$ cat src/rtl/gmii_tx_arbiter.sv
// Two-requester round-robin arbiter and GMII byte framer: preamble, SFD, payload, inter-frame gap.
// Define GMII_TX_PAD_EN to build the PAD state that zero-fills short frames up to 60 payload bytes.
module gmii_tx_arbiter #(
   parameter int IFG_BYTES = 12,
   parameter int PRE_BYTES = 7
) (
   input  logic       clk,
   input  logic       rst_n,
   input  logic       byte_stb,
   input  logic [1:0] req,
   output logic [1:0] grant,
   input  logic [7:0] s_data0,
   input  logic [7:0] s_data1,
   input  logic [1:0] s_valid,
   input  logic [1:0] s_last,
   output logic [1:0] s_ready,
   output logic [7:0] tx_data,
   output logic       tx_en,
   output logic       tx_er,
   output logic       busy
);
   localparam logic [7:0] PRE_LAST = 8'(PRE_BYTES - 1);
   localparam logic [7:0] IFG_LAST = 8'(IFG_BYTES - 1);
`ifdef GMII_TX_PAD_EN
   localparam logic [7:0] MIN_BYTES = 8'd60;
`endif

   typedef enum logic [2:0] {
      IDLE,
      PRE,
      SFD,
      DATA,
`ifdef GMII_TX_PAD_EN
      PAD,
`endif
      IFG
   } state_t;

   state_t     state, state_nxt;
   logic [7:0] cnt, cnt_nxt, cnt_inc;
   logic       rr, rr_nxt;
   logic [1:0] grant_nxt;
   logic [7:0] tx_data_nxt;
   logic       tx_en_nxt, tx_er_nxt;
   logic       sel, sel_valid, sel_last;
   logic [7:0] sel_data;

   function automatic logic [7:0] sat_inc(input logic [7:0] v);
      return (v == 8'hFF) ? v : v + 8'd1;
   endfunction

   assign sel       = grant[1];
   assign sel_valid = sel ? s_valid[1] : s_valid[0];
   assign sel_last  = sel ? s_last[1]  : s_last[0];
   assign sel_data  = sel ? s_data1    : s_data0;
   assign cnt_inc   = sat_inc(cnt);
   assign busy      = (state != IDLE);
   // Consumption handshake is combinational so the source sees it on the strobe it is taken.
   assign s_ready   = (state == DATA && byte_stb) ? (grant & s_valid) : 2'b00;

   always_ff @(posedge clk or negedge rst_n) begin
      if (!rst_n) begin
         state   <= IDLE;
         cnt     <= 8'd0;
         rr      <= 1'b0;
         grant   <= 2'b00;
         tx_data <= 8'h00;
         tx_en   <= 1'b0;
         tx_er   <= 1'b0;
      end else if (byte_stb) begin
         state   <= state_nxt;
         cnt     <= cnt_nxt;
         rr      <= rr_nxt;
         grant   <= grant_nxt;
         tx_data <= tx_data_nxt;
         tx_en   <= tx_en_nxt;
         tx_er   <= tx_er_nxt;
      end
   end

   always_comb begin
      state_nxt   = state;
      cnt_nxt     = cnt;
      rr_nxt      = rr;
      grant_nxt   = grant;
      tx_data_nxt = 8'h00;
      tx_en_nxt   = 1'b0;
      tx_er_nxt   = 1'b0;
      unique case (state)
         IDLE: begin
            // rr names the requester that wins a tie; the granting strobe already emits preamble byte 1.
            if (req != 2'b00) begin
               if (req == 2'b11) grant_nxt = rr ? 2'b10 : 2'b01;
               else              grant_nxt = req;
               rr_nxt      = ~grant_nxt[1];
               tx_data_nxt = 8'h55;
               tx_en_nxt   = 1'b1;
               cnt_nxt     = 8'd1;
               state_nxt   = (PRE_BYTES > 1) ? PRE : SFD;
            end
         end
         PRE: begin
            tx_data_nxt = 8'h55;
            tx_en_nxt   = 1'b1;
            cnt_nxt     = cnt + 8'd1;
            if (cnt >= PRE_LAST) state_nxt = SFD;
         end
         SFD: begin
            tx_data_nxt = 8'hD5;
            tx_en_nxt   = 1'b1;
            cnt_nxt     = 8'd0;
            state_nxt   = DATA;
         end
         DATA: begin
            if (sel_valid) begin
               tx_data_nxt = sel_data;
               tx_en_nxt   = 1'b1;
               cnt_nxt     = cnt_inc;
               if (sel_last) begin
                  grant_nxt = 2'b00;
`ifdef GMII_TX_PAD_EN
                  if (cnt_inc < MIN_BYTES) begin
                     state_nxt = PAD;
                  end else begin
                     state_nxt = IFG;
                     cnt_nxt   = 8'd0;
                  end
`else
                  state_nxt = IFG;
                  cnt_nxt   = 8'd0;
`endif
               end
            end else begin
               tx_en_nxt = 1'b1;
               tx_er_nxt = 1'b1;
               grant_nxt = 2'b00;
               cnt_nxt   = 8'd0;
               state_nxt = IFG;
            end
         end
`ifdef GMII_TX_PAD_EN
         PAD: begin
            tx_en_nxt = 1'b1;
            cnt_nxt   = cnt_inc;
            if (cnt_inc >= MIN_BYTES) begin
               state_nxt = IFG;
               cnt_nxt   = 8'd0;
            end
         end
`endif
         IFG: begin
            if (cnt >= IFG_LAST) begin
               state_nxt = IDLE;
               cnt_nxt   = 8'd0;
            end else begin
               cnt_nxt = cnt + 8'd1;
            end
         end
         default: state_nxt = IDLE;
      endcase
   end
endmodule

$ cat config.mk
export PLATFORM = sky130hd
export DESIGN_NAME = gmii_tx_arbiter
export DESIGN_NICKNAME = d
export VERILOG_FILES = /design/src/rtl/gmii_tx_arbiter.sv
export SDC_FILE = /design/constraint.sdc
export NUM_CORES = 1
export LEC_CHECK = 0
export CAP_MARGIN = 20
export CORE_MARGIN = 2
export CORE_UTILIZATION = 48
export DETAILED_ROUTE_END_ITERATION = 8
export PLACE_DENSITY = 0.79
export SLEW_MARGIN = 20
export SYNTH_ARGS = -nofsm -noshare
export SYNTH_HDL_FRONTEND = slang
export SYNTH_SLANG_ARGS = --single-unit
$ cat constraint.sdc
create_clock -name clk -period 2.18 [get_ports clk]
set_input_delay 0.436 -clock clk [delete_from_list [all_inputs] [get_ports clk]]
set_output_delay 0.436 -clock clk [all_outputs]
set_load 0.03 [all_outputs]
==> metrics.txt <==
# TYPE chip_impl_metric gauge
chip_impl_metric{name="syn-instance-count",unit=""} 147
chip_impl_metric{name="die-height",unit="um"} 59.7
chip_impl_metric{name="post_layout_nonfiller_instances",unit=""} 227
chip_impl_metric{name="buffers_inserted_by_post_cts_timing_repair",unit=""} 0
chip_impl_metric{name="wire_per_inst",unit="um"} 15.5
chip_impl_info{name="timing.hold.worst.class",value="primary input to asynchronous set/reset pin"} 1
chip_impl_metric{name="leakage",unit="nW"} 0.850
chip_impl_metric{name="nNetsFinal",unit=""} 222
chip_impl_metric{name="final_hold_vios",unit=""} 0
chip_impl_metric{name="timing.critical_path.arrival",unit="ns"} 1.66
chip_impl_metric{name="synth.net_count",unit=""} 174
chip_impl_info{name="outcome",value="finished clean"} 1
chip_impl_metric{name="seq_cells_post_synth",unit=""} 24
chip_impl_metric{name="groute.layer.met3.usage",unit="%"} 3.46
chip_impl_metric{name="final_max_slew_viol_count",unit=""} 0
chip_impl_metric{name="routed_wl",unit="um"} 3510
chip_impl_metric{name="max_cap_violations",unit=""} 0
chip_impl_metric{name="worst_skew_pair.late_latency",unit="ns"} 0.32
chip_impl_metric{name="first_iter_violations",unit=""} 42
chip_impl_metric{name="core_area",unit="mm2"} 0.00300
chip_impl_metric{name="cts_max_level",unit=""} 1
chip_impl_metric{name="cts_num_sinks",unit=""} 24
chip_impl_metric{name="layout-drive-gt1-share",unit="%"} 22.7
chip_impl_info{name="busiest_layer",value="met2"} 1
chip_impl_metric{name="cp.required",unit="ns"} 1.74
chip_impl_metric{name="synth_area_per_cell",unit="um2"} 10.1
chip_impl_metric{name="worst-slew-pin-transition",unit="ns"} 0.413
chip_impl_metric{name="period_share",unit="%"} 96.2
chip_impl_metric{name="path_buf_inv",unit=""} 1
chip_impl_info{name="synth_area_leaders",value="dfrtp_1 40%, mux2_2 6.8%, nor2_1 4.3%"} 1
chip_impl_metric{name="synthDistinctLibCells",unit=""} 45
chip_impl_metric{name="preCtsSetupSlack",unit="ns"} -0.136
chip_impl_metric{name="dr.pass1.iters",unit=""} 4
chip_impl_info{name="critPathLaunchType",value="register"} 1
chip_impl_metric{name="post_synth_edffs",unit=""} 0
chip_impl_metric{name="syn_to_final_growth",unit="%"} 32.8
chip_impl_info{name="clock_tree.root_cell",value="clkbuf_4"} 1
chip_impl_metric{name="fin_hold_ws",unit="ns"} 0.455
chip_impl_metric{name="totalPowerFinal",unit="W"} 0.00230
chip_impl_info{name="crit-reg2reg-launch",value="cnt[1]"} 1
chip_impl_metric{name="power-per-cell-area",unit="mW/mm2"} 1170
chip_impl_metric{name="netlist_area",unit="mm2"} 0.00149
chip_impl_metric{name="place_congestion",unit=""} 0.793
chip_impl_info{name="rsz0062_at_grt",value="false"} 1
chip_impl_metric{name="drtAntennaViolNets",unit=""} 0
chip_impl_info{name="dominantRegCellSynth",value="dfrtp_1"} 1
chip_impl_metric{name="number_of_antenna_violations_at_the_first_check_in_global_routing",unit=""} 0
chip_impl_metric{name="grt_pass1_wl",unit="um"} 5600
chip_impl_metric{name="grt_usage",unit="%"} 20.9
chip_impl_metric{name="grt.met2_usage",unit="%"} 35.9
chip_impl_info{name="timing.critical_path.from",value="state[2]"} 1
chip_impl_metric{name="initial_utilization",unit="%"} 49.6
chip_impl_metric{name="setup_viol_count_final",unit=""} 0
chip_impl_metric{name="ioPinCount",unit=""} 40
chip_impl_info{name="critical_path.cell_chain",value="or3_4 -> dlygate4sd2_1"} 1
chip_impl_info{name="critPathSlowestCell",value="dfrtp_1"} 1
chip_impl_metric{name="dp.cells",unit=""} 223
chip_impl_metric{name="finalClockSkew",unit="ns"} 0.00262
chip_impl_info{name="cts_tree",value="yes"} 1
chip_impl_metric{name="detail_route.vias_per_cell",unit=""} 5.61
chip_impl_metric{name="ir_worst_vdd",unit="uV"} 569
chip_impl_info{name="post-synth-top-area-cell",value="dfrtp_1"} 1
chip_impl_metric{name="grt_max_degree",unit=""} 25
chip_impl_metric{name="use_met1",unit="%"} 26.4
chip_impl_metric{name="final_core_utilization",unit="%"} 65.8
chip_impl_metric{name="worst_slew_margin_rel",unit="%"} 72.1
chip_impl_metric{name="chipWidth",unit="um"} 59.7
chip_impl_metric{name="synthArstFlopShare",unit="%"} 100
chip_impl_metric{name="maximum_net_fanout_on_the_critical_path",unit=""} 8
chip_impl_metric{name="path_clk_slew",unit="ns"} 0.13
chip_impl_info{name="synth_most_common_cell",value="dfrtp_1"} 1
chip_impl_metric{name="grt_overflow_total",unit=""} 0
chip_impl_metric{name="post_synth_top_area_share",unit="%"} 40.3
chip_impl_info{name="crit_type",value="register to output port"} 1
chip_impl_metric{name="final.min_clock_period",unit="ns"} 2.10
chip_impl_metric{name="final_critical_path_setup_slack",unit="ns"} 0.0834
chip_impl_metric{name="cts.path.max_buffers",unit=""} 2
chip_impl_info{name="cell_types_with_the_highest_counts_after_synthesis",value="24 x dfrtp_1, 17 x nor2_1, 11 x a21oi_1"} 1
chip_impl_metric{name="cts_buffers",unit=""} 3
chip_impl_metric{name="port_buffers",unit=""} 39
chip_impl_metric{name="grt_pass1_vias",unit=""} 1212
chip_impl_metric{name="number_of_vias_in_the_routed_layout",unit=""} 1274
chip_impl_metric{name="dpl.hpwl",unit="um"} 2750
chip_impl_info{name="timing.critical_path.to_type",value="output port"} 1
chip_impl_metric{name="antenna_cells_inserted",unit=""} 0
chip_impl_info{name="critPathTopFamily",value="flip-flops"} 1
chip_impl_metric{name="fmax",unit="GHz"} 0.477
chip_impl_metric{name="core.rowCount",unit=""} 20
chip_impl_metric{name="drcViolationCount",unit=""} 0
chip_impl_metric{name="worst_path_largest_cell_delay",unit="ns"} 0.49
chip_impl_metric{name="synth.yosys.warnings",unit=""} 0
chip_impl_metric{name="design.die.area",unit="mm2"} 0.00356
chip_impl_metric{name="seq_area_frac_synth",unit="%"} 40.3
-- power breakdown --
group          internal, W  total [W]  switching [W]
Sequential        0.000592   0.000742       0.000150
Combinational     0.000642    0.00132       0.000680
Clock             0.000102   0.000240       0.000137
Total              0.00134    0.00230       0.000968
-- routing by layer --
| metal | part of all wire, % | vias to the layer above |
|---|---|---|
| li1 | - | 633 |
| met1 | 42 | 581 |
| met2 | 49 | 50 |
| met3 | 6.9 | 10 |
| met4 | 1.9 | 0 |
| met5 | 0 | - |
-- cells by family after synthesis --
kind of cell,count (synthesis),synth area share [%]
AND/OR/NAND/NOR,50,20.3
adder cells (fa/ha/maj),2,1.68
AO/OA/AOI/OAI,42,20.8
multiplexers,14,10.5
flip-flops,24,40.3
buffers and inverters,15,6.47
-- layout make-up --
cell class                 count  area, um2
sequential                    24        603
fill                         260       1030
inverter                       6       22.5
tap                           33       41.3
multi-input combinational    108        792
timing repair buffer          52        482
clock buffer                   4       36.3
-- state kept, by name, indices dropped and copies added, names as in the netlist --
signal and cells:
cnt 8, tx_data 8, state 3, grant 2
rr 1, tx_en 1, tx_er 1
-- timing repair --
item | CTS | global route
setup endpoints to repair | 1 | 3
pin swaps | 0 | 1
resized for setup | 1 | 3
hold buffers | 0 | 0
-- final timing paths --
kind	end	slack [ns]	cells after the start
setup / recovery	busy	0.08	2
hold / removal	tx_en	0.45	2
setup reg to reg	cnt[5]	0.16	6
hold reg to reg	rr	0.51	1
max in group asynchronous	state[0]	1.47	2
min in group clk	rr	0.51	1
-- cell usage in the layout (no fill, tap or decap), drive strengths merged, types with 4 or more instances in the layout --
cell type | Yosys | final
clkbuf | 3 | 4
o21ai | 10 | 10
a22o | 5 | 5
clkdlybuf4s50 | 0 | 36
buf | 6 | 15
a21oi | 11 | 11
inv | 6 | 6
and3 | 6 | 6
nor2 | 17 | 17
mux2 | 10 | 10
nand2 | 5 | 5
dfrtp | 24 | 24
mux2i | 4 | 4
o22ai | 5 | 5
-- per-stage QoR --
| step | TNS [ns] | area [um2] |
|---|---|---|
| after global placement | -0.356 | 1940 |
| after detailed placement | -0.710 | 1940 |
| after CTS | 0 | 1970 |
| after floorplan | 0 | 1490 |
| final | 0 | 1980 |
| after global routing | 0 | 1980 |
Power figures use the tool's default switching activity.
